$ cat src/rtl/ntt_seq_pkg.sv
// Shared types and constants for the NTT-class command sequencer.
// Op codes follow the custom-0 funct3=011 instruction encoding.
package ntt_seq_pkg;

    localparam int N_COEFF = 256;
    localparam int LOGN    = 8;

    typedef enum logic [1:0] {
        OP_NTT    = 2'b00,
        OP_INVNTT = 2'b01,
        OP_PWAM   = 2'b10,
        OP_LPWAM  = 2'b11
    } op_e;

    typedef enum logic [1:0] {
        MODE_CT      = 2'b00,
        MODE_GS      = 2'b01,
        MODE_SCALE   = 2'b10,
        MODE_BASEMUL = 2'b11
    } bf_mode_e;

    typedef enum logic [1:0] {
        ST_IDLE,
        ST_ISSUE,
        ST_DRAIN,
        ST_DONE
    } state_e;

    // Index of the final pass: INVNTT carries an extra scaling pass after its 7 GS layers.
    function automatic logic [2:0] last_pass(input op_e op);
        case (op)
            OP_NTT:    return 3'd6;
            OP_INVNTT: return 3'd7;
            default:   return 3'd0;
        endcase
    endfunction

endpackage

$ cat src/rtl/ntt_cmd_sequencer_if.sv
// Command-side and butterfly-side handshake bundle of the NTT sequencer.
// The master modport is the sequencer; the slave modport is core plus butterfly unit.
interface ntt_cmd_sequencer_if;

    logic       cmd_valid;
    logic [1:0] cmd_op;
    logic       cmd_ready;
    logic       busy;
    logic       done;
    logic       bf_valid;
    logic       bf_ready;
    logic [1:0] bf_mode;
    logic       bf_acc;
    logic [7:0] bf_addr_a;
    logic [7:0] bf_addr_b;
    logic [6:0] bf_zeta_idx;
    logic       bf_neg;
    logic       bf_wb;
    logic       err;

    modport master (
        input  cmd_valid, cmd_op, bf_ready, bf_wb,
        output cmd_ready, busy, done, bf_valid, bf_mode, bf_acc,
               bf_addr_a, bf_addr_b, bf_zeta_idx, bf_neg, err
    );

    modport slave (
        output cmd_valid, cmd_op, bf_ready, bf_wb,
        input  cmd_ready, busy, done, bf_valid, bf_mode, bf_acc,
               bf_addr_a, bf_addr_b, bf_zeta_idx, bf_neg, err
    );

endinterface

$ cat src/rtl/ntt_addr_gen.sv
// Combinational schedule generator: maps (op, pass, cnt) to one butterfly or pointwise operation.
// The payload depends only on these registered inputs, so it stays stable while stalled.
module ntt_addr_gen
    import ntt_seq_pkg::*;
(
    input  op_e              op,
    input  logic [2:0]       pass,
    input  logic [6:0]       cnt,
    output logic [LOGN-1:0]  addr_a,
    output logic [LOGN-1:0]  addr_b,
    output logic [6:0]       zeta_idx,
    output logic             neg,
    output bf_mode_e         mode
);

    logic [2:0] layer;
    logic [6:0] group;
    logic [6:0] offset;
    logic [6:0] low_mask;

    always_comb begin
        mode     = MODE_CT;
        layer    = 3'd1;
        group    = '0;
        offset   = '0;
        low_mask = '0;
        addr_a   = '0;
        addr_b   = '0;
        zeta_idx = '0;
        neg      = 1'b0;

        case (op)
            OP_NTT: begin
                mode  = MODE_CT;
                layer = 3'd7 - pass;
            end
            OP_INVNTT: begin
                mode  = (pass == 3'd7) ? MODE_SCALE : MODE_GS;
                layer = pass + 3'd1;
            end
            default: begin
                mode  = MODE_BASEMUL;
            end
        endcase

        if (mode == MODE_CT || mode == MODE_GS) begin
            // Butterfly cnt splits into group (cnt >> L) and offset within a 2^L span;
            // addr_a inserts a zero bit at position L, addr_b sets it.
            low_mask = (7'd1 << layer) - 7'd1;
            group    = cnt >> layer;
            offset   = cnt & low_mask;
            addr_a   = ({1'b0, group} << ({1'b0, layer} + 4'd1)) | {1'b0, offset};
            addr_b   = addr_a | (8'd1 << layer);
            if (mode == MODE_CT)
                zeta_idx = (7'd1 << (3'd7 - layer)) + group;
            else
                zeta_idx = (7'd1 << (4'd8 - {1'b0, layer})) - 7'd1 - group;
        end else begin
            addr_a = {cnt, 1'b0};
            addr_b = {cnt, 1'b1};
            if (mode == MODE_BASEMUL) begin
                zeta_idx = 7'd64 + {1'b0, cnt[6:1]};
                neg      = cnt[0];
            end
        end
    end

endmodule

$ cat src/rtl/ntt_cmd_sequencer.sv
// Multi-cycle sequencer for NTT / INVNTT / PWAM / LPWAM: stalls the core, streams one polynomial's
// schedule to the butterfly unit, and drains all writebacks between passes.
module ntt_cmd_sequencer
    import ntt_seq_pkg::*;
#(
    parameter int N       = 256,
    parameter int MAX_OUT = 8
)
(
    input  logic                    clk,
    input  logic                    rst,
    ntt_cmd_sequencer_if.master     bus
);

    localparam logic [6:0] CNT_LAST  = 7'(N / 2 - 1);
    localparam logic [3:0] OUT_LIMIT = 4'(MAX_OUT);

    state_e     state;
    state_e     state_next;
    op_e        op_q;
    logic [2:0] pass_q;
    logic [6:0] cnt_q;
    logic [3:0] outstanding;
    logic       err_q;

    logic       issue_valid;
    logic       load_cmd;
    logic       advance_pass;
    logic       handshake;
    logic       in_issue;

    logic [7:0] gen_addr_a;
    logic [7:0] gen_addr_b;
    logic [6:0] gen_zeta;
    logic       gen_neg;
    bf_mode_e   gen_mode;

    ntt_addr_gen u_addr_gen (
        .op       (op_q),
        .pass     (pass_q),
        .cnt      (cnt_q),
        .addr_a   (gen_addr_a),
        .addr_b   (gen_addr_b),
        .zeta_idx (gen_zeta),
        .neg      (gen_neg),
        .mode     (gen_mode)
    );

    assign handshake = issue_valid && bus.bf_ready;
    assign in_issue  = (state == ST_ISSUE);

    always_ff @(posedge clk) begin
        if (rst)
            state <= ST_IDLE;
        else
            state <= state_next;
    end

    always_comb begin
        state_next   = state;
        issue_valid  = 1'b0;
        load_cmd     = 1'b0;
        advance_pass = 1'b0;
        case (state)
            ST_IDLE: begin
                if (bus.cmd_valid) begin
                    state_next = ST_ISSUE;
                    load_cmd   = 1'b1;
                end
            end
            ST_ISSUE: begin
                issue_valid = (outstanding < OUT_LIMIT);
                if (issue_valid && bus.bf_ready && cnt_q == CNT_LAST)
                    state_next = ST_DRAIN;
            end
            ST_DRAIN: begin
                // Pass barrier: the next layer reads results of this one, so wait for every writeback.
                if (outstanding == 4'd0) begin
                    if (pass_q != last_pass(op_q)) begin
                        state_next   = ST_ISSUE;
                        advance_pass = 1'b1;
                    end else begin
                        state_next   = ST_DONE;
                    end
                end
            end
            ST_DONE: begin
                state_next = ST_IDLE;
            end
            default: begin
                state_next = ST_IDLE;
            end
        endcase
    end

    always_ff @(posedge clk) begin
        if (rst) begin
            op_q   <= OP_NTT;
            pass_q <= '0;
            cnt_q  <= '0;
        end else if (load_cmd) begin
            op_q   <= op_e'(bus.cmd_op);
            pass_q <= '0;
            cnt_q  <= '0;
        end else if (advance_pass) begin
            pass_q <= pass_q + 3'd1;
            cnt_q  <= '0;
        end else if (handshake) begin
            cnt_q  <= cnt_q + 7'd1;
        end
    end

    always_ff @(posedge clk) begin
        if (rst) begin
            outstanding <= '0;
            err_q       <= 1'b0;
        end else begin
            if (bus.bf_wb && outstanding == 4'd0)
                err_q <= 1'b1;
            if (handshake && !bus.bf_wb)
                outstanding <= outstanding + 4'd1;
            else if (!handshake && bus.bf_wb && outstanding != 4'd0)
                outstanding <= outstanding - 4'd1;
        end
    end

    assign bus.cmd_ready   = (state == ST_IDLE);
    assign bus.busy        = (state != ST_IDLE);
    assign bus.done        = (state == ST_DONE);
    assign bus.err         = err_q;
    assign bus.bf_valid    = issue_valid;
    assign bus.bf_mode     = in_issue ? gen_mode : MODE_CT;
    assign bus.bf_acc      = in_issue && (gen_mode == MODE_BASEMUL) && (op_q == OP_LPWAM);
    assign bus.bf_addr_a   = in_issue ? gen_addr_a : 8'd0;
    assign bus.bf_addr_b   = in_issue ? gen_addr_b : 8'd0;
    assign bus.bf_zeta_idx = in_issue ? gen_zeta : 7'd0;
    assign bus.bf_neg      = in_issue && gen_neg;

endmodule

$ cat src/flat_wrapper.sv
// flat-port wrapper written by rule: the top's interface ports become plain ports
module ntt_cmd_sequencer_flat import ntt_seq_pkg::*;
#(
    parameter int N       = 256,
    parameter int MAX_OUT = 8
)
  (clk, rst, bus_cmd_valid, bus_cmd_op, bus_bf_ready, bus_bf_wb, bus_cmd_ready, bus_busy, bus_done, bus_bf_valid, bus_bf_mode, bus_bf_acc, bus_bf_addr_a, bus_bf_addr_b, bus_bf_zeta_idx, bus_bf_neg, bus_err);
  ntt_cmd_sequencer_if bus_i ();
  input  logic clk;
  input  logic rst;
  input wire logic [$bits(bus_i.cmd_valid)-1:0] bus_cmd_valid;
  input wire logic [$bits(bus_i.cmd_op)-1:0] bus_cmd_op;
  input wire logic [$bits(bus_i.bf_ready)-1:0] bus_bf_ready;
  input wire logic [$bits(bus_i.bf_wb)-1:0] bus_bf_wb;
  output wire logic [$bits(bus_i.cmd_ready)-1:0] bus_cmd_ready;
  output wire logic [$bits(bus_i.busy)-1:0] bus_busy;
  output wire logic [$bits(bus_i.done)-1:0] bus_done;
  output wire logic [$bits(bus_i.bf_valid)-1:0] bus_bf_valid;
  output wire logic [$bits(bus_i.bf_mode)-1:0] bus_bf_mode;
  output wire logic [$bits(bus_i.bf_acc)-1:0] bus_bf_acc;
  output wire logic [$bits(bus_i.bf_addr_a)-1:0] bus_bf_addr_a;
  output wire logic [$bits(bus_i.bf_addr_b)-1:0] bus_bf_addr_b;
  output wire logic [$bits(bus_i.bf_zeta_idx)-1:0] bus_bf_zeta_idx;
  output wire logic [$bits(bus_i.bf_neg)-1:0] bus_bf_neg;
  output wire logic [$bits(bus_i.err)-1:0] bus_err;
  assign bus_i.cmd_valid = bus_cmd_valid;
  assign bus_i.cmd_op = bus_cmd_op;
  assign bus_i.bf_ready = bus_bf_ready;
  assign bus_i.bf_wb = bus_bf_wb;
  assign bus_cmd_ready = bus_i.cmd_ready;
  assign bus_busy = bus_i.busy;
  assign bus_done = bus_i.done;
  assign bus_bf_valid = bus_i.bf_valid;
  assign bus_bf_mode = bus_i.bf_mode;
  assign bus_bf_acc = bus_i.bf_acc;
  assign bus_bf_addr_a = bus_i.bf_addr_a;
  assign bus_bf_addr_b = bus_i.bf_addr_b;
  assign bus_bf_zeta_idx = bus_i.bf_zeta_idx;
  assign bus_bf_neg = bus_i.bf_neg;
  assign bus_err = bus_i.err;
  ntt_cmd_sequencer #(.N(N), .MAX_OUT(MAX_OUT)) u_core (.clk(clk), .rst(rst), .bus(bus_i));
endmodule
$ cat config.mk
export PLATFORM = sky130hd
export DESIGN_NAME = ntt_cmd_sequencer_flat
export DESIGN_NICKNAME = d
export VERILOG_FILES = /design/src/rtl/ntt_seq_pkg.sv /design/src/rtl/ntt_cmd_sequencer_if.sv /design/src/rtl/ntt_addr_gen.sv /design/src/rtl/ntt_cmd_sequencer.sv /design/src/flat_wrapper.sv
export SDC_FILE = /design/constraint.sdc
export NUM_CORES = 1
export LEC_CHECK = 0
export ABC_AREA = 1
export ABC_CLOCK_PERIOD_IN_PS = 3800
export CORE_ASPECT_RATIO = 0.8
export CORE_MARGIN = 4
export CORE_UTILIZATION = 50
export DETAILED_ROUTE_END_ITERATION = 10
export PLACE_DENSITY = 0.74
export SLEW_MARGIN = 0
export SYNTH_ARGS = -nofsm -noshare
export SYNTH_HDL_FRONTEND = slang
export SYNTH_HIERARCHICAL = 1
export SYNTH_SLANG_ARGS = --single-unit
$ cat constraint.sdc
create_clock -name clk -period 3.8 [get_ports clk]
set_input_delay 0.76 -clock clk [delete_from_list [all_inputs] [get_ports clk]]
set_output_delay 0.76 -clock clk [all_outputs]
set_load 0.05 [all_outputs]
Yosys cells after proc, flatten, opt, wreduce, memory -nomap -nowiden
Index checks and enable logic that the tools add are counted.
Word-level totals
  flip-flop bits (word level): 19
  bits in latches: 0
  bits in writable memories: 0
  memory bits (read-only): 0
  bits of input ports: 7
  output and inout port bits: 32
  word-level logic and storage cells: 95
  memories kept: 0
Cells by class
  $add $sub $neg: 13
  multiply operators: 0
  div/mod/pow operators: 0
  magnitude comparators: 1
  eq/ne operators: 13
  shifts and indexed selects: 6
  multiplexer cells: 30
  bitwise gates (word level): 3
  reduce and logical (&&, ||, !) cells: 23
Operators with widths (count)
  $mux 8: 4
  $mux 7: 4
  $shl 1x3->7 const A: 2
  $sub 7x1->7 const B: 2
  $mux 2: 6
  $pmux 3 s2: 2
  $logic_and 1x1->1: 10
  $eq 2x2->1 const B: 4
  $mux 1: 8
  $mux 4: 2
  $or 8x7->8: 1
  $or 8x8->8: 1
  $pmux 2 s4: 1
  $shl 1x3->8 const A: 1
  $shl 7x4->8: 1
  $add 7x1->7 const B: 1
  $add 7x6->7 const A: 1
  $add 7x7->7: 1
  $and 7x7->7: 1
  $eq 7x7->1 const B: 1
  $shl 1x4->7 const A: 1
  $shr 7x3->7: 1
  $sub 7x7->7: 1
  $eq 2x1->1 const B: 3
  22 further kinds: 29

Logic depth before layout (Yosys ltp)
  depth after elaboration: 9
  gate-level depth with buffers: 27
  gate-level depth less buffers: 26

Modules after synthesis
Netlist, hierarchy kept.
By module, submodules not included
  ntt_addr_gen: times used 1, cells an instance 353, area each 1960.6 µm², sequential area each 0.0 µm²
  ntt_cmd_sequencer: times used 1, cells an instance 199, area each 1221.2 µm², sequential area each 380.4 µm²

Least setup slack after synthesis
OpenSTA, ideal clock, no wires.
  path type: reg2out
  start: register u_core.pass_q[0]
  end: output bus_bf_zeta_idx[6]
  data arrival time: 3.714 ns
  data required time: 3.040 ns
  slack: -0.674 ns
  stages on the path, launching flop included: 26
  path buffers: 1
  path through: dfxtp_1 -> ha_1 -> ha_1 -> nand3_2 -> nand2_4 -> inv_2 -> buf_6 -> nand3_4 -> inv_1 -> nor2_1 -> ha_1 -> fa_1 -> nand3_1 -> and2_1 -> inv_1 -> nand2_1 -> inv_1 -> o21a_1 -> nor2_1 -> or2_0 -> nand3_1 -> nand2_1 -> nand2_1 -> nand2_1 -> inv_1 -> nor2_1
Between the ends
  longest elaborated chain between the ends: 9
  elaborated cells on any way between the ends: 22
  those cells by class: add/sub (7); eq/ne (3); shift (3); mux (7); reduce/logical (2)
Ends and longest elaborated chain
  from (decl): RTL line ntt_cmd_sequencer.sv:21  | logic [2:0] pass_q;
  from (signal assigned): RTL line ntt_cmd_sequencer.sv:106  | pass_q <= pass_q + 3'd1;
  $add 3x1->3 or $sub 3x3->3 (tied branches): RTL line ntt_addr_gen.sv:39, ntt_addr_gen.sv:35
  $pmux 3 s2: RTL line ntt_addr_gen.sv:32  | case (op)
  $sub 4x3->4: RTL line ntt_addr_gen.sv:57  | zeta_idx = (7'd1 << (4'd8 - {1'b0, layer})) - 7'd1 - group;
  $shl 1x4->7: RTL line ntt_addr_gen.sv:57
  $sub 7x1->7: RTL line ntt_addr_gen.sv:57
  $sub 7x7->7: RTL line ntt_addr_gen.sv:57
  $mux 7: RTL line ntt_addr_gen.sv:54  | if (mode == MODE_CT)
  $mux 7 (*): RTL line ntt_addr_gen.sv:46  | if (mode == MODE_CT || mode == MODE_GS) begin
  net u_core.gen_zeta[6]: RTL line ntt_cmd_sequencer.sv:34  | logic [6:0] gen_zeta;
  $mux 7 (*): RTL line ntt_cmd_sequencer.sv:136  | assign bus.bf_zeta_idx = in_issue ? gen_zeta : 7'd0;
  to (decl): RTL line flat_wrapper.sv:23  | output wire logic [$bits(bus_i.bf_zeta_idx)-1:0] bus_bf_zeta_idx;
Mark *: on every way through the listed nets, which the timed path passes. The rest lies on a longest branch.

Worst setup path after layout
Same ends and word-level chain as after synthesis.

==> results.ini <==
[timing]
fmax_mhz=236
setup_viol=5
hold_violations=0
drv_slew=0
tns_ns=-1.20
post-route-period-util_pct=112
slew_headroom_pct=50.1
finClkSkew_ns=0.0103
fin_crit_ns=4.24
tightest_slew_ns=0.748
hold_ws_ns=0.482
final.setup.worst_slack_ns=-0.440
rsz0062_at_grt=true

[clock_network]
cts.clk_slew.worst_paths_ns=0.08
cts_hold_buf=0
clockBufferDepth=2
cts_sinks=19
clock_latency_ns=0.27
tritoncts=built
cts_made_buffers=3
h-tree-depth=1
clock_tree.root_cell=clkbuf_8

[setup_path]
critical_path.endpoint_type=output port
critical_path_class=flip-flop to output port
path_buf_inv=6
critPathSlowestCell=fa_2
worst_r2r_path_depth=12
max_stage_delay_ns=0.40
cp.depth=25
cp.required_ns=3.04
critPathLaunchType=flip-flop
worst_path_most_repeated_cell=inv_2
cp.arrival_ns=3.48
cp_top_family=adder cells
crit_path_max_fanout=6

[yosys]
synth.yosys.warnings=6
syn_inst=552
synth_area_um2=3180
synth_ff_type=dfxtp_1
synth_area_leaders=nand2_1 17%, dfxtp_1 12%, inv_1 11%
yosysTopAreaCellShare_pct=16.5
synth_cell_types=40
synth_edf_count=0
synth_top_area_cell=nand2_1
synth-async-reset-ratio_pct=0
synth-seq-area-share_pct=12.0
ys_ff_latch=19
avgSynthCellArea_um2=5.76
syn_nets=590

[cells_and_area]
n_antenna_cell=0
layout_common_cells=131 x nand2_1, 80 x inv_1, 55 x nor2_1, 49 x buf_4, 41 x nand3_1
design_area_um2=4630
layout_commonest_cell=nand2_1
layout-drive-gt1-share_pct=32.1
fin_nets=674
area.growth.synth_to_final_pct=45.6

[min_path]
holdPathStages=1
hp-class=flip-flop to flip-flop

[status]
status=complete, but fails checks
violations=negative setup slack

[grt]
grt_max_degree=23
antenna_found_initial=0
grt_use_total_pct=26.7
gr-total-overflow=0
grt_pass1_vias=3673
grt_pass1_wl_mm=17.1

[floorplanning]
die_h_um=79.4
rows=25
die_w_um=97.2
boundaryPins=39
core_area_um2=6040
start_util_pct=52.7
die_area_um2=7710

[detailed_routing]
vias=3896
wl_per_cell_um=14.8
drt_iter0_drc=438
vias_per_cell=5.44
dr.pass1.iters=6
drc=0
drt_wl_total_mm=10.6
postRouteAntennaNets=0

[placement]
dp_hpwl_mm=7.92
place_area_um2=4170
globalplace.congestion=0.981
portBuffers=38

[power]
powerDensity_nw_per_um2=550
ir_drop_v=0.000359
p_leak_nw=2.15

[run]
maxCapViolCount=0

[cell usage after synthesis (7+ instances only)]
library cell / number
xor2_1: 7
ha_1: 28
nand4_1: 11
dfxtp_1: 19
a21oi_1: 15
inv_1: 97
nand3_1: 45
o21ai_0: 20
nand2_2: 13
nor2_1: 68
inv_2: 8
o21ai_1: 10
nand2_1: 140
[report_power, final]
group	leakage [nW]	switching, mW	internal [mW]
clock	0.0260	0.0775	0.0747
sequential	0.158	0.0429	0.234
combinational	1.96	1.27	0.845
[through the flow]
| step | setup slack, ns | utilization (%) | total power, mW | cells |
|---|---|---|---|---|
| finish | -0.440 | 76.7 | 2.55 | 716 |
| global route | -0.604 | 76.7 | 2.73 | 716 |
| CTS | -0.345 | 73.0 | 2.37 | 707 |
| detailed placement | -0.150 | 69.0 | 2.09 | 696 |
| global placement | -0.0474 | 69.0 | 2.05 | 696 |
| floorplan | -0.0360 | - | 1.51 | 552 |
[sequential cells by signal, summed over array words and instances (netlist names)]
name and flops:
u_core/op_q 2, u_core/bus.err 1, u_core/state 2, u_core/outstanding 4
u_core/pass_q 3, u_core/cnt_q 7
[cell families (layout without fill, tap and decap cells)]
logic type / Yosys count / after routing / share of synthesized area (%)
AO/OA/AOI/OAI: 67 / 67 / 12.3
AND/OR/NAND/NOR: 309 / 309 / 45.5
XOR/XNOR: 9 / 9 / 2.48
flip-flops: 19 / 19 / 12.0
adder cells (fa/ha/maj): 31 / 31 / 12.9
buffers and inverters: 117 / 200 / 14.9
[metal layers]
layer	vias to the layer above	wire length (µm)	GRT usage, %	part of all wire [%]
met1	1751	4580	35.3	43
met2	205	4840	44.7	46
li1	1903	-	-	-
met5	-	0	0	0
met4	0	296	8.84	2.8
met3	37	901	3.95	8.5
[cell type report]
type,instances,area [µm²]
Sequential cell,19,389
Clock inverter,1,6.26
Clock buffer,3,41.3
Multi-Input combinational cell,416,2680
Fill cell,466,1410
Timing Repair Buffer,90,1000
Tap cell,81,101
Inverter,106,413
[worst register-to-register path: cells and delay by family, from the launching register on]
family / cells / cell delay [ns]
AO/OA/AOI/OAI: 1 / 0.15
adder cells (fa/ha/maj): 1 / 0.26
buffers and inverters: 2 / 0.44
flip-flops: 1 / 0.46
AND/OR/NAND/NOR: 8 / 0.96
[final timing paths]
path | startpoint | endpoint | slack (ns)
setup / recovery | u_core/pass_q[0]$_SDFFE_PP0P_ | bus_bf_zeta_idx[6] | -0.44
hold / removal | u_core/bus.err$_SDFFE_PP0P_ | u_core/bus.err$_SDFFE_PP0P_ | 0.48
setup reg to reg | u_core/state[1]$_SDFFE_PP0P_ | u_core/outstanding[3]$_SDFFE_PP0P_ | 1.45
hold reg to reg | u_core/bus.err$_SDFFE_PP0P_ | u_core/bus.err$_SDFFE_PP0P_ | 0.48
[timing repair]
action | 4_1_cts | 5_1_grt
pin swaps | 15 | 32
resized for setup | 40 | 50
setup endpoints to repair | 9 | 17
setup buffers | 8 | 9
(Power assumes the default switching activity.)
